File: src/rtl/ram_read_arbiter_pkg.sv
// Shared types and constants for the RAM read arbiter.
package ram_read_arbiter_pkg;

    typedef enum logic [1:0] {
        ST_IDLE,
        ST_ARB,
        ST_XFER,
        ST_DISCARD
    } arb_state_e;

    localparam int DEF_BURST_LEN = 256;
    localparam int REQ_VU        = 0;
    localparam int REQ_AUX       = 1;

endpackage

File: src/rtl/ram_read_arbiter_rr.sv
// Combinational round-robin pick: search starts one past the last grant.
module rr_arbiter
    import ram_read_arbiter_pkg::*;
#(
    parameter int N_REQ = 2,
    parameter int LG_W  = 1
) (
    input  logic [N_REQ-1:0] i_req,
    input  logic [LG_W-1:0]  i_last,
    output logic [N_REQ-1:0] o_gnt,
    output logic [LG_W-1:0]  o_idx
);

    logic w_found;

    always_comb begin
        o_gnt   = '0;
        o_idx   = '0;
        w_found = 1'b0;
        for (int k = 1; k <= N_REQ; k++) begin
            for (int j = 0; j < N_REQ; j++) begin
                if (!w_found && i_req[j] &&
                    (j == (int'(i_last) + k) % N_REQ)) begin
                    o_gnt[j] = 1'b1;
                    o_idx    = LG_W'(j);
                    w_found  = 1'b1;
                end
            end
        end
    end

endmodule

File: src/rtl/ram_read_arbiter.sv
// Hands complete RAM buffers to one requester at a time, draining
// buffers nobody wants and counting those drops.
module ram_read_arbiter
    import ram_read_arbiter_pkg::*;
#(
    parameter int N_REQ     = 2,
    parameter int DATA_W    = 32,
    parameter int BURST_LEN = DEF_BURST_LEN,
    parameter int CNT_W     = 16
) (
    input  logic              clk_i,
    input  logic              rst_ni,
    input  logic [DATA_W-1:0] ram_read_data_i,
    input  logic              ram_read_valid_i,
    output logic              ram_read_ready_o,
    input  logic              ram_buffer_ready_i,
    input  logic [N_REQ-1:0]  req_i,
    output logic [N_REQ-1:0]  gnt_o,
    output logic [N_REQ-1:0]  buffer_ready_o,
    output logic [DATA_W-1:0] rd_data_o,
    output logic [N_REQ-1:0]  rd_valid_o,
    input  logic [N_REQ-1:0]  rd_ready_i,
    output logic              busy_o,
    output logic [CNT_W-1:0]  drop_count_o
);

    localparam int WC_W = $clog2(BURST_LEN + 1);
    localparam int LG_W = (N_REQ > 1) ? $clog2(N_REQ) : 1;

    arb_state_e       r_state, w_state_nxt;
    logic [N_REQ-1:0] r_gnt, w_gnt_nxt;
    logic [N_REQ-1:0] r_req, w_req_nxt;
    logic [LG_W-1:0]  r_last, w_last_nxt;
    logic [WC_W-1:0]  r_cnt, w_cnt_nxt;
    logic [CNT_W-1:0] r_drop, w_drop_nxt;
    logic [N_REQ-1:0] w_pick;
    logic [LG_W-1:0]  w_pick_idx;
    logic             w_xfer;
    logic             w_accept;
    logic             w_last_word;

    // Arbitrate on the request snapshot taken in IDLE, not the live req_i
    rr_arbiter #(
        .N_REQ (N_REQ),
        .LG_W  (LG_W)
    ) u_rr (
        .i_req  (r_req),
        .i_last (r_last),
        .o_gnt  (w_pick),
        .o_idx  (w_pick_idx)
    );

    assign w_xfer           = (r_state == ST_XFER);
    assign ram_read_ready_o = (r_state == ST_DISCARD) ||
                              (w_xfer && |(rd_ready_i & r_gnt));
    assign rd_valid_o       = (w_xfer && ram_read_valid_i) ? r_gnt : '0;
    assign buffer_ready_o   = w_xfer ? r_gnt : '0;
    assign rd_data_o        = ram_read_data_i;
    assign gnt_o            = r_gnt;
    assign busy_o           = (r_state != ST_IDLE);
    assign drop_count_o     = r_drop;

    assign w_accept    = ram_read_valid_i && ram_read_ready_o;
    assign w_last_word = w_accept && (r_cnt == WC_W'(BURST_LEN - 1));

    always_comb begin
        w_state_nxt = r_state;
        w_gnt_nxt   = r_gnt;
        w_req_nxt   = r_req;
        w_last_nxt  = r_last;
        w_cnt_nxt   = r_cnt;
        w_drop_nxt  = r_drop;
        unique case (r_state)
            ST_IDLE: begin
                if (ram_buffer_ready_i) begin
                    w_req_nxt   = req_i;
                    w_state_nxt = (|req_i) ? ST_ARB : ST_DISCARD;
                end
            end
            ST_ARB: begin
                w_gnt_nxt   = w_pick;
                w_last_nxt  = w_pick_idx;
                w_state_nxt = ST_XFER;
            end
            ST_XFER: begin
                if (w_accept) w_cnt_nxt = r_cnt + WC_W'(1);
                if (w_last_word) begin
                    w_state_nxt = ST_IDLE;
                    w_cnt_nxt   = '0;
                    w_gnt_nxt   = '0;
                end else if (!(|(req_i & r_gnt))) begin
                    w_state_nxt = ST_DISCARD;
                    w_gnt_nxt   = '0;
                end
            end
            ST_DISCARD: begin
                if (w_accept) w_cnt_nxt = r_cnt + WC_W'(1);
                if (w_last_word) begin
                    w_state_nxt = ST_IDLE;
                    w_cnt_nxt   = '0;
                    if (!(&r_drop)) w_drop_nxt = r_drop + CNT_W'(1);
                end
            end
            default: w_state_nxt = ST_IDLE;
        endcase
    end

    always_ff @(posedge clk_i or negedge rst_ni) begin
        if (!rst_ni) begin
            r_state <= ST_IDLE;
            r_gnt   <= '0;
            r_req   <= '0;
            r_last  <= LG_W'(N_REQ - 1);
            r_cnt   <= '0;
            r_drop  <= '0;
        end else begin
            r_state <= w_state_nxt;
            r_gnt   <= w_gnt_nxt;
            r_req   <= w_req_nxt;
            r_last  <= w_last_nxt;
            r_cnt   <= w_cnt_nxt;
            r_drop  <= w_drop_nxt;
        end
    end

endmodule

File: config.mk
export PLATFORM = sky130hd
export DESIGN_NAME = ram_read_arbiter
export DESIGN_NICKNAME = d
export VERILOG_FILES = /design/src/rtl/ram_read_arbiter_pkg.sv /design/src/rtl/ram_read_arbiter_rr.sv /design/src/rtl/ram_read_arbiter.sv
export SDC_FILE = /design/constraint.sdc
export NUM_CORES = 1
export LEC_CHECK = 0
export BUFFER_PORTS_ARGS = -buffer_cell sky130_fd_sc_hd__buf_2
export CAP_MARGIN = 20
export CORE_ASPECT_RATIO = 1.75
export CORE_MARGIN = 2
export CORE_UTILIZATION = 41
export CTS_CLUSTER_DIAMETER = 50
export DETAILED_ROUTE_END_ITERATION = 16
export GPL_TIMING_DRIVEN = 0
export PLACE_DENSITY = 0.74
export RECOVER_POWER = 50
export SLEW_MARGIN = 0
export SYNTH_ARGS = -nofsm -noshare
export SYNTH_HDL_FRONTEND = slang
export SYNTH_SLANG_ARGS = --single-unit
export TNS_END_PERCENT = 5
File: constraint.sdc
create_clock -name clk_i -period 1.93 [get_ports clk_i]
set_input_delay 0.579 -clock clk_i [delete_from_list [all_inputs] [get_ports clk_i]]
set_output_delay 0.579 -clock clk_i [all_outputs]
set_load 0.05 [all_outputs]
==> impl_metrics.toml, run 1 <==
[sta]
worst_slack_ps = -41.3
drv_slew = 0
rsz0062_at_grt = "true"
tightest_slew_ps = 763
setup_viol = 3
period_minus_slack_ps = 1970
slew_headroom = 0.491
tns_ps = -49.6
max_freq_mhz = 507
hold_violations = 0
period_share = 1.02
fin_worst_skew_ps = 10.0

[final_layout]
final_nets = 313
areaGrowthSynthToFinish_pct = 34.4
fin_area_mm2 = 0.00262
final_cell_mix = "buf_2 (56), buf_4 (36), dfrtp_1 (29), nand2_1 (17), xnor2_1 (14)"
post-route-util = 0.565
antennaDiodeCount = 0
nFillCells = 429
final_cells = 319
regArea_um2 = 805
layout-drive-gt1-share = 0.513
multiInputGateArea_um2 = 982
layout_commonest_cell = "buf_2"

[clock_tree]
root_buffer = "clkbuf_8"
worstSkewPairLatency_ps = 280
ctsHoldBuffers = 0
cts_sinks = 32
cts-htree-levels = 2
cts_tree = "yes"
cts_buffer_depth = 2
path_clk_slew_ps = 70
numCtsBuffers = 5

[power]
ir_drop_mv = 0.959
cellLeakagePower_uw = 0.00131
power.density_mw_per_mm2 = 1080

[synth]
synth_fa_ha_area_frac = 0.0450
synth-seq-cells = 32
synth_ff_type = "dfrtp_1"
synthSimpleGateAreaFrac = 0.195
syn-num-nets = 238
synth_xor_area_frac = 0.0810
yosysSeqAreaShare = 0.412
synth_cells = 191
synth_edf_count = 0
synthArstFlopShare = 1.00
synth_top_family_by_area = "simple AND/OR/NAND/NOR gates"
synth_compound_area_frac = 0.103
synth.avg_cell_area_um2 = 10.2
ys_types = 43
muxShareOfSynthArea = 0.0289
syn-cell-area_mm2 = 0.00195
yosys_warnings = 0

[worst_setup_path]
worstPathArrival_ps = 1390
crit_type = "reg2out"
crit_path_max_fanout = 4
required_ps = 1350
cp-start-kind = "flop"
crit_path_end_kind = "output port"

[min_path]
hold_path.class = "in2async"

[global_routing]
antenna_found_initial = 0
grt_max_degree = 33
grt_pass1_wl_um = 6860
grt_pass1_vias = 1615
grt.total_usage = 0.161
grt_overflow_total = 0

[status]
violations = "negative setup slack"
status = "complete, but fails checks"

[flow_run]
maxCapViolCount = 0

[routing]
routed_via_density = 5.18
vias = 1653
wl_per_cell_um = 13.2
first_iter_violations = 17
ant_nets = 0
first_pass_iters = 4
drc = 0
drt_wl_total_um = 4220

[die]
num_rows = 33
die_area_mm2 = 0.00533
core-area_mm2 = 0.00462
start_util = 0.421
ios = 96
die_y_um = 95.1
die_x_um = 56.1

[placed_design]
gp_congestion = 0.827
dp_slack_ps = -256
dp_hpwl_um = 3210
port-buffer-count = 63
place_inst = 306
placed_area_mm2 = 0.00234
==> registers in the layout (all words and copies together) (netlist names) <==
name	cells
r_last	1
r_req	2
drop_count_o	16
r_cnt	9
r_state	2
gnt_o	2
==> worst max-delay path, stage by stage (launching register included) <==
cell	delay, ps
dfrtp_1	430
ha_2	220
buf_4	140
o21bai_4	160
buf_8	160
==> area by class of cell <==
type                            instances  area share
Multi-Input combinational cell        121       0.376
Sequential cell                        32       0.308
Timing Repair Buffer                   68       0.154
Buffer                                 33      0.0976
Clock buffer                            5      0.0263
Tap cell                               52      0.0249
Clock inverter                          3     0.00718
Inverter                                5     0.00718
==> per-layer routing <==
layer | track usage | part of all wire | vias up
li1 | - | - | 785
met1 | 0.157 | 0.35 | 791
met2 | 0.315 | 0.57 | 71
met3 | 0.0299 | 0.064 | 6
met4 | 0.0833 | 0.017 | 0
met5 | 0 | 0 | -
==> where the power goes <==
group	switching, uW	internal (uW)
Combinational	777	601
Clock	255	251
Sequential	147	796
Total	1180	1650
==> path summary, 6_finish.rpt <==
check	start	end	slack, ps	cells after the start
worst max register to register	r_cnt[1]	drop_count_o[9]	20	7
worst min-delay path	rst_ni	gnt_o[0]	360	1
max in group asynchronous	rst_ni	drop_count_o[0]	1030	1
worst max-delay path	r_state[1]	ram_read_ready_o	-40	4
min in group clk_i	drop_count_o[0]	drop_count_o[0]	490	1
worst min register to register	drop_count_o[0]	drop_count_o[0]	490	1
==> cell usage after synthesis (2+ instances only) <==
cell | instances | area (um^2)
inv_1 | 5 | 18.8
nand2_1 | 18 | 67.6
xnor2_1 | 14 | 123
nor2b_1 | 3 | 18.8
nand3_1 | 9 | 45.0
nor2_1 | 7 | 26.3
nor4_1 | 2 | 12.5
and3_1 | 4 | 25.0
a22o_1 | 3 | 26.3
dfrtp_1 | 31 | 776
buf_4 | 32 | 240
nor3_1 | 2 | 10.0
a22oi_1 | 2 | 15.0
mux2_2 | 5 | 56.3
xor2_1 | 4 | 35.0
nand4_1 | 7 | 43.8
nand2b_1 | 2 | 12.5
ha_1 | 7 | 87.6
o21ai_0 | 7 | 35.0
a211oi_1 | 2 | 15.0
and2_1 | 3 | 18.8
==> stage by stage <==
| step | hold slack, ps | power, uW |
|---|---|---|
| after floorplan | 283 | 1820 |
| after global placement | 476 | 2030 |
| after detailed placement | 487 | 2060 |
| after CTS | 362 | 2780 |
| after global routing | 428 | 3000 |
| final | 360 | 2830 |
==> kinds of logic (layout without fill, tap and decap cells) <==
logic type / count (synthesis) / in the layout
buf+inv: 38 / 114
flops: 32 / 32
mux: 5 / 5
fa+ha+maj: 7 / 7
xor+xnor: 18 / 18
simple gates: 66 / 66
compound gates: 25 / 25
==> repair_timing <==
item | CTS | global route
pin swaps | 5 | 2
buffers inserted | 5 | 0
gates resized for setup | 28 | 10
endpoints found under the hold margin | 0 | 0
setup endpoints to repair | 25 | 23
Note: power is estimated with default switching activity, not from simulation.
==> run 2, diff against run 1 <==
--- a/config.mk
+++ b/config.mk
@@ -7,9 +7,11 @@
 export LEC_CHECK = 0
 export BUFFER_PORTS_ARGS = -buffer_cell sky130_fd_sc_hd__buf_2
 export CAP_MARGIN = 20
+export CELL_PAD_IN_SITES_DETAIL_PLACEMENT = 0
+export CELL_PAD_IN_SITES_GLOBAL_PLACEMENT = 1
 export CORE_ASPECT_RATIO = 1.75
 export CORE_MARGIN = 2
-export CORE_UTILIZATION = 41
+export CORE_UTILIZATION = 30
 export CTS_CLUSTER_DIAMETER = 50
 export DETAILED_ROUTE_END_ITERATION = 16
 export GPL_TIMING_DRIVEN = 0
==> impl_metrics.toml, run 2 (synthesis gave the netlist of run 1 again) <==
[status]
status = "complete, but fails checks"
violations = "negative setup slack"

[placed_design]
port-buffer-count = 63
place_inst = 334
dp_slack_ps = -258
dp_hpwl_um = 3250
gp_congestion = 0.749

[global_routing]
grt_pass1_vias = 1517
use_met1 = 0.131
grt_max_degree = 33
grt_busiest_layer = "met2"
grt_util_met2 = 0.236
grtUsageMet3 = 0.0173
grt_overflow_total = 0
antenna_found_initial = 0
grt_pass1_wl_um = 7180
grt.total_usage = 0.126

[power]
p_sw_frac = 0.395
power.density_mw_per_mm2 = 1110
combPwrFrac = 0.474
ir_drop_mv = 0.819
p_int_uw = 1810
cellLeakagePower_uw = 0.00131
power_switching_uw = 1180
power.share.clock = 0.208
seq_power_share = 0.317
p_total_uw = 2990

[worst_setup_path]
worstRegToRegCells = 7
rr_startpoint = "r_cnt[1]"
required_ps = 1350
crit_path_end_kind = "output port"
crit_type = "reg2out"
max_stage_delay_ps = 440
slowest_stage = "dfrtp_2"
cp-startpoint = "r_state[0]"
r2r_slack_ps = -10
crit_path_max_fanout = 6
cp-start-kind = "flop"
worstPathArrival_ps = 1390
r2r-end = "drop_count_o[9]"
cp_cell_sequence = "inv_4 -> ha_4 -> buf_8 -> and3_1 -> buf_6"

[final_layout]
layout_commonest_cell = "buf_2"
largest_register_ffs = 16
final_nets = 316
final_cells = 350
nFillCells = 633
layout-drive-gt1-share = 0.474
final_cell_mix = "buf_2 (40), buf_4 (39), dfrtp_1 (28), clkbuf_1 (18), nand2_1 (17)"
areaGrowthSynthToFinish_pct = 38.9
multiInputGateArea_mm2 = 0.00101
regArea_um2 = 806
antennaDiodeCount = 0

[clock_tree]
path_clk_slew_ps = 60
cts_sinks = 32
cts_buffer_depth = 2
root_buffer = "clkbuf_8"
numCtsBuffers = 5
cts-htree-levels = 2
worstSkewPairLatency_ps = 280
cts_tree = "yes"

[die]
start_util = 0.312
die_area_mm2 = 0.00717
core-area_mm2 = 0.00623
die_x_um = 64.9
die_y_um = 111
num_rows = 38
ios = 96

[sta]
tightest_slew_ps = 792
worst_slack_ps = -39.7
period_share = 1.02
period_minus_slack_ps = 1970
drv_slew = 0
tns_ps = -144
fin_hold_ws_ps = 374
max_freq_mhz = 508
rsz0062_at_grt = "true"
setup_viol = 8
fin_worst_skew_ps = 12.4
hold_violations = 0
slew_headroom = 0.472

[routing]
wl_per_cell_um = 12.5
ant_nets = 0
drc = 0
vias = 1640
first_pass_iters = 4
routed_via_density = 4.69
drt_wl_total_um = 4370
first_iter_violations = 27

[min_path]
hold_path.class = "in2async"

[flow_run]
maxCapViolCount = 0
==> run 2: cell types whose count changed in the layout (fill, tap and decap cells not counted), moves of 2 or more <==
| cell | change |
|---|---|
| and2_1 | -2 |
| and2_4 | +2 |
| buf_2 | -16 |
| buf_4 | +3 |
| buf_6 | -3 |
| buf_8 | +2 |
| clkbuf_1 | +18 |
| nand3_1 | -2 |
| nand3_2 | +2 |
==> run 2: timing repair <==
action,in CTS,in global routing
hold buffers,0,0
resized for setup,32,17
setup endpoints to repair,25,22
pin swaps,5,9
hold endpoints to repair,0,0
buffers inserted,7,1
==> run 2: metrics by stage <==
stage,utilization,cell area [um^2]
finish,0.434,2700
global placement,0.381,2370
CTS,0.428,2670
global route,0.434,2700
floorplan,-,1960
detailed placement,0.381,2370
==> run 2: how the worst max path moves through the flow <==
stage                                   to  cells after the start
after floorplan              rd_valid_o[0]                      4
after global placement     drop_count_o[1]                      5
after detailed placement   drop_count_o[1]                      5
after CTS                 ram_read_ready_o                      6
after global routing      ram_read_ready_o                      6
final                        rd_valid_o[0]                      5
==> run 2: area by class of cell <==
type,count,area share
multi-input cells,121,0.373
flip-flops and latches,32,0.298
repair buffers,71,0.150
plain buffers,33,0.0944
well taps,80,0.0370
clock buffers,6,0.0269
clock inverters,2,0.0130
inverters,5,0.00787
==> run 2: power groups by stage <==
stage | clock network [uW] | logic, uW | registers, uW
global placement | 0 | 1120 | 925
floorplan | 0 | 861 | 955
detailed placement | 0 | 1140 | 928
CTS | 650 | 1370 | 943
global route | 679 | 1520 | 975
finish | 624 | 1420 | 950
==> run 2: routing by layer <==
metal / share of wire / wire (um)
met3: 0.068 / 298
met5: 0 / 0
met2: 0.55 / 2410
met1: 0.35 / 1540
met4: 0.027 / 120
==> run 2: critical path, delay by kind of cell (launching register included) <==
| kind | cells | cell delay, ps |
|---|---|---|
| AND/OR/NAND/NOR | 1 | 150 |
| buffers and inverters | 3 | 370 |
| flip-flops | 1 | 440 |
| adder cells (fa/ha/maj) | 1 | 150 |
